--- src/rtl/timer_dev.sv ---
// timer_dev: memory-mapped programmable countdown timer.
// Three word registers (CTRL, PRESET, COUNT) behind a 2-bit word address.
// CTRL = {IM, MODE[1:0], EN}. MODE=1 auto-reloads; every other MODE is one-shot.
// irq is registered and always equals irq_flag & CTRL.IM.
//
// state | meaning
// ------+---------------------------------------------------------------
// IDLE  | stopped; COUNT held; leaves when EN=1
// LOAD  | one cycle: COUNT <= PRESET, prescaler cleared
// CNT   | counting; COUNT decrements on each prescaler tick
// INT   | one cycle after expiry: one-shot clears EN, auto-reload reloads
module timer_dev #(
  parameter int PRESCALE = 1,
  parameter int PSC_W    = 8
) (
  input  logic        clk,
  input  logic        reset,
  input  logic [1:0]  addr,
  input  logic        we,
  input  logic [31:0] wdata,
  output logic [31:0] rdata,
  output logic        irq
);

  localparam logic [1:0]       ADDR_CTRL   = 2'd0;
  localparam logic [1:0]       ADDR_PRESET = 2'd1;
  localparam logic [1:0]       ADDR_COUNT  = 2'd2;
  localparam logic [PSC_W-1:0] PSC_LAST    = PSC_W'(PRESCALE - 1);

  typedef enum logic [1:0] {
    ST_IDLE = 2'd0,
    ST_LOAD = 2'd1,
    ST_CNT  = 2'd2,
    ST_INT  = 2'd3
  } state_t;

  state_t           state, state_n;
  logic [3:0]       ctrl, ctrl_n;
  logic [31:0]      preset, preset_n;
  logic [31:0]      count, count_n;
  logic [PSC_W-1:0] psc, psc_n;
  logic             irq_flag, irq_flag_n;

  logic ctrl_wr;
  logic preset_wr;
  logic tick;
  logic reload;

  assign ctrl_wr   = we && (addr == ADDR_CTRL);
  assign preset_wr = we && (addr == ADDR_PRESET);
  assign tick      = (psc == PSC_LAST);
  assign reload    = (ctrl[2:1] == 2'b01);

  // Next-state logic; a CTRL write overrides whatever the FSM would have done.
  always_comb begin
    state_n    = state;
    ctrl_n     = ctrl;
    preset_n   = preset;
    count_n    = count;
    psc_n      = psc;
    irq_flag_n = irq_flag;

    case (state)
      ST_IDLE: begin
        if (ctrl[0]) state_n = ST_LOAD;
      end
      ST_LOAD: begin
        // Uses the PRESET value from before this edge, even if it is being written now.
        count_n = preset;
        psc_n   = '0;
        state_n = ST_CNT;
      end
      ST_CNT: begin
        if (!ctrl[0]) begin
          state_n = ST_IDLE;
        end else begin
          psc_n = tick ? '0 : psc + PSC_W'(1);
          if (tick) begin
            if (count > 32'd1) begin
              count_n = count - 32'd1;
            end else begin
              // PRESET of 0 or 1 both land here on the first tick.
              count_n    = 32'd0;
              irq_flag_n = 1'b1;
              state_n    = ST_INT;
            end
          end
        end
      end
      ST_INT: begin
        if (reload) begin
          irq_flag_n = 1'b0;
          state_n    = ST_LOAD;
        end else begin
          ctrl_n[0] = 1'b0;
          state_n   = ST_IDLE;
        end
      end
      default: state_n = ST_IDLE;
    endcase

    if (preset_wr) preset_n = wdata;

    if (ctrl_wr) begin
      ctrl_n     = wdata[3:0];
      irq_flag_n = 1'b0;
      state_n    = ST_IDLE;
      count_n    = count;
      psc_n      = psc;
    end
  end

  // State and register update; irq tracks the flag and mask on the same edge.
  always_ff @(posedge clk) begin
    if (reset) begin
      state    <= ST_IDLE;
      ctrl     <= '0;
      preset   <= '0;
      count    <= '0;
      psc      <= '0;
      irq_flag <= 1'b0;
      irq      <= 1'b0;
    end else begin
      state    <= state_n;
      ctrl     <= ctrl_n;
      preset   <= preset_n;
      count    <= count_n;
      psc      <= psc_n;
      irq_flag <= irq_flag_n;
      irq      <= irq_flag_n & ctrl_n[3];
    end
  end

  // Combinational read mux; the reserved offset reads zero.
  always_comb begin
    rdata = 32'd0;
    case (addr)
      ADDR_CTRL:   rdata = {28'd0, ctrl};
      ADDR_PRESET: rdata = preset;
      ADDR_COUNT:  rdata = count;
      default:     rdata = 32'd0;
    endcase
  end

endmodule

--- config.mk ---
export PLATFORM = sky130hd
export DESIGN_NAME = timer_dev
export DESIGN_NICKNAME = d
export VERILOG_FILES = /design/src/rtl/timer_dev.sv
export SDC_FILE = /design/constraint.sdc
export NUM_CORES = 1
export LEC_CHECK = 0
export BUFFER_PORTS_ARGS = -buffer_cell sky130_fd_sc_hd__buf_4
export CAP_MARGIN = 15
export CORE_ASPECT_RATIO = 0.75
export CORE_MARGIN = 3
export CORE_UTILIZATION = 50
export CTS_CLUSTER_DIAMETER = 200
export DETAILED_ROUTE_END_ITERATION = 10
export PLACE_DENSITY_LB_ADDON = 0.05
export SETUP_SLACK_MARGIN = 0.15
export SLEW_MARGIN = 20
export SYNTH_ARGS = -nofsm -noshare
export SYNTH_HDL_FRONTEND = slang
export SYNTH_SLANG_ARGS = --single-unit
--- constraint.sdc ---
create_clock -name clk -period 2.1 [get_ports clk]
set_input_delay 0.105 -clock clk [delete_from_list [all_inputs] [get_ports clk]]
set_output_delay 0.105 -clock clk [all_outputs]
set_load 0.03 [all_outputs]
## After elaboration in Yosys (flattened, before gate mapping)

Cells that the tools add are included.

| operators by class | value |
|---|---|
| add/subtract/negate cells | 2 |
| order comparisons | 1 |
| equality and inequality tests | 12 |
| mux-type cells | 23 |
| bitwise operators | 2 |
| reductions and logical operators | 12 |

Operators by type and width:

| cell | number |
|---|---|
| $mux 32 | 3 |
| $pmux 32 s3 | 1 |
| $pmux 32 s2 | 1 |
| $gt 32x1->1 const B | 1 |
| $sub 32x1->32 const B | 1 |
| $mux 8 | 2 |
| $pmux 8 s2 | 1 |
| $add 8x1->8 const B | 1 |
| $logic_not 8->1 | 1 |
| $mux 1 | 8 |
| $mux 2 | 4 |
| $ne 2x2->1 const B | 4 |
| $pmux 2 s4 | 1 |
| $eq 2x1->1 const B | 3 |
| $eq 2x2->1 const B | 3 |
| $ne 3x3->1 const B | 2 |
| $reduce_and 3->1 | 2 |
| $logic_not 2->1 | 2 |
| $mux 4 | 1 |
| $reduce_and 4->1 | 1 |
| $reduce_bool 2->1 | 2 |
| $logic_and 1x1->1 | 2 |
| $pmux 1 s2 | 1 |
| $reduce_and 2->1 | 1 |
| other kinds (3) | 3 |

| word-level totals | value |
|---|---|
| flip-flop bits (word level) | 80 |
| bits of input ports | 37 |

## Logic depth before layout (Yosys ltp)

| depth | value |
|---|---|
| word-level depth | 7 |
| mapped depth | 10 |

## Worst setup path before layout

OpenSTA, ideal clock, no wires.

| timing path | value |
|---|---|
| kind | reg2reg |
| from | register count[25] |
| to | register count[18] |
| setup time | 0.128 ns |
| arrival | 2.070 ns |
| data required time | 1.972 ns |
| setup slack | -0.098 ns |
| cell stages (with the launch flop) | 9 |
| period minus slack after synthesis | 2.198 ns |
| cell sequence | dfxtp_1 > or4_1 > buf_2 > or4_4 > o31ai_4 > buf_6 > o21ai_1 > a22oi_1 > nor2_1 |

| between the ends | value |
|---|---|
| longest elaborated chain between the ends | 5 |

Ends and longest elaborated chain:

| item | RTL line | source |
|---|---|---|
| start, declared | 40 | `logic [31:0] count, count_n;` |
| start signal, assigned | 127 | `count <= count_n;` |
| $gt 32x1->1 | 79 | `if (count > 32'd1) begin` |
| $mux 32 | 79 |  |
| $mux 32 | 78 | `if (tick) begin` |
| $mux 32 | 74 | `if (!ctrl[0]) begin` |
| $pmux 32 s2 | 63 | `case (state)` |

Every way passes these cells. The select of a mux whose other input is x is not followed.
A chain may end at the register's enable or synchronous reset.

## Final worst setup path

| timing path | value |
|---|---|
| from | register count[24] |
| to | register count[18] |

Same word-level chain as after synthesis.

==> flow_summary.json <==
{
  "status": "finished, violations left",
  "violations": "negative setup slack",
  "fillers": 609,
  "area_growth_pct": 43.89,
  "routed-wl-met2_um": 6949,
  "yosysWarnings": 0,
  "path_clk_slew_ps": 60,
  "grt_pass1_vias": 4718,
  "cts_tree": "built",
  "synth_edf_count": 0,
  "antenna_found_initial": 0,
  "p_leak_nw": 2.587,
  "synth_most_common_cell": "nand2_1",
  "syn_area_per_cell_um2": 7.717,
  "crit_top_cell": "or4_4",
  "io_buffer_count": 69,
  "cts_root_buf": "clkbuf_16",
  "tns_ps": -1284,
  "max_stage_delay_ps": 570,
  "yosys_register_bits": 80,
  "grt.total_usage_pct": 30.59,
  "fin_ws_ps": -166.1,
  "netlist_area_um2": 4375,
  "clkSinkCount": 80,
  "grt_setup_unrepaired": "true",
  "drtIter0Drc": 341,
  "gp_congestion": 0.8919,
  "met1Wirelength_um": 6711,
  "cts_made_buffers": 9,
  "syn_inst": 567,
  "overflow": 0,
  "pin_count": 70,
  "whs_ps": 3.295,
  "start_util_pct": 53.37,
  "yosysTopAreaCell": "dfxtp_1",
  "crit_buf_inv": 1,
  "dr_wl_met3_um": 1313,
  "yosys-top-cells-area": "dfxtp_1, nand2_1, a21oi_1, a22o_1, nor2_1",
  "ys_seq_area_share_pct": 36.60,
  "num_rows": 28,
  "start_kind": "register",
  "crit_chain": "or4_4, or4_4, o31ai_4, buf_12, o21ai_1, a22oi_1, nor2_1",
  "first_pass_iters": 7,
  "post_drt_wl_per_cell_um": 18.94,
  "dpl.hpwl_um": 10040,
  "antenna_cells": 0,
  "critical_path.top_delay_family": "simple AND/OR/NAND/NOR gates",
  "ys_types": 58,
  "period_share_pct": 107.9,
  "clkLatencyLatePin_ps": 340,
  "num_vias": 4957,
  "drv_slew": 0,
  "cpMaxStageDelayCell": "or4_4",
  "drtAntennaViolNets": 0,
  "slew_headroom_pct": 67.88,
  "drive_gt1_share_pct": 33.76,
  "endpoint_kind": "register",
  "postSynth.asyncResetShare_pct": 0,
  "fmax_ghz": 0.4413,
  "fp.dieArea_um2": 9921,
  "setup_violations": 22,
  "layout_min_cycle_time_ps": 2266,
  "worst_pin_slew_ps": 477.7,
  "drc_errors": 0,
  "maxCapViolCount": 0,
  "irDropWorstVdd_mv": 0.6301,
  "die_x_um": 114.0,
  "required_ps": 2320,
  "ys_top_cells_by_count": "nand2_1, dfxtp_1, a21oi_1",
  "cp.arrival_ps": 2490,
  "finalClockSkew_ps": 4.755,
  "yosysTopAreaCellShare_pct": 36.60,
  "core-area_um2": 8198,
  "dieHeight_um": 87.02,
  "cts.htree.levels": 3,
  "cts_max_path_buffers": 2,
  "power_density_nw_per_um2": 845.1,
  "crit_fanout": 20,
  "via_per_inst": 6.143,
  "hold_viol": 0,
  "path_class": "register to register",
  "synthFlopType": "dfxtp_1",
  "routed.top_layer": "met4",
  "grt_max_degree": 31,
  "final_core_util_pct": 76.80,
  "totalWireLength_um": 15290,
  "grt_first_pass_wirelength_um": 24080,
  "num-nets-final": 744,
  "synth_nets": 612,
  "hold_class": "primary input to register"
}
==> report_power, final <==
group          switching, mW  internal [mW]  leakage (nW)
clock                  0.619           1.15         0.158
sequential            0.0671           1.57         0.652
combinational           1.04          0.877          1.78
==> cells in the final DEF, fill, tap and decap left out, types with 7 or more instances in the layout <==
master / synthesis / layout
o21ai_1: 7 / 12
nor3_1: 25 / 23
buf_4: 1 / 152
nand2_1: 93 / 91
o32ai_1: 7 / 7
a21oi_1: 64 / 61
a22o_1: 30 / 30
nor2_1: 40 / 37
o21ai_0: 21 / 15
inv_1: 15 / 12
clkbuf_16: 0 / 10
dfxtp_1: 80 / 72
nand3_1: 10 / 7
a22oi_1: 11 / 10
buf_6: 1 / 10
==> worst reg2reg max path, cell delays in order (launching register included) <==
cell,delay [ps]
dfxtp_2,320
or4_4,570
or4_4,470
o31ai_4,230
buf_12,200
o21ai_1,80
a22oi_1,220
nor2_1,60
==> logic make-up (layout without fill, tap and decap cells) <==
| group | Yosys count | in the layout | synth area share (%) |
|---|---|---|---|
| flip-flops | 80 | 80 | 36.60 |
| XOR/XNOR | 6 | 6 | 1.201 |
| multiplexers | 7 | 7 | 1.630 |
| buffers and inverters | 60 | 195 | 5.462 |
| AND/OR/NAND/NOR | 226 | 226 | 25.28 |
| adder cells (fa/ha/maj) | 8 | 8 | 2.288 |
| AO/OA/AOI/OAI | 180 | 180 | 27.54 |
==> metrics by stage <==
step	setup WS [ps]	std cells	cell area (um2)	power, mW
2_1_floorplan	-96.30	567	4441	2.465
3_5_place_dp	-177.8	776	5528	3.187
4_1_cts	-103.9	793	5995	5.060
5_1_grt	-187.1	807	6296	5.529
6_report	-166.1	807	6296	5.321
3_3_place_gp	-140.3	776	5528	3.165
==> sequential cells by signal, summed over array words and instances (netlist names) <==
| register | flops |
|---|---|
| irq | 1 |
| state | 2 |
| psc | 8 |
| preset | 32 |
| ctrl | 4 |
| count | 32 |
| irq_flag | 1 |
==> repair_timing <==
item	in CTS	in global routing
setup buffers	3	13
endpoints found under the hold margin	0	0
hold buffers	0	0
setup endpoints to repair	36	39
cloned	0	1
resized for setup	31	45
pin swaps	15	16
==> layout make-up <==
type	instances	area [um2]	share of cell area, %
clock inverters	4	95.09	1.510
well taps	105	131.4	2.087
repair buffers	166	1339	21.26
flip-flops and latches	80	1619	25.72
multi-input cells	427	2826	44.89
inverters	15	56.30	0.8943
clock buffers	10	229.0	3.637
==> path summary, 6_finish.rpt <==
check,slack (ps),startpoint,end,cells after the start
setup / recovery,-170,count[24],count[18],7
hold / removal,3,wdata[20],preset[20],3
setup reg to reg,-170,count[24],count[18],7
hold reg to reg,470,preset[26],preset[26],2
==> metal layers <==
layer | vias up | global-route usage [%]
li1 | 2347 | -
met1 | 2323 | 42.31
met2 | 252 | 47.82
met3 | 35 | 6.319
met4 | 0 | 10.14
met5 | - | 0
Power figures use the tool's default switching activity.
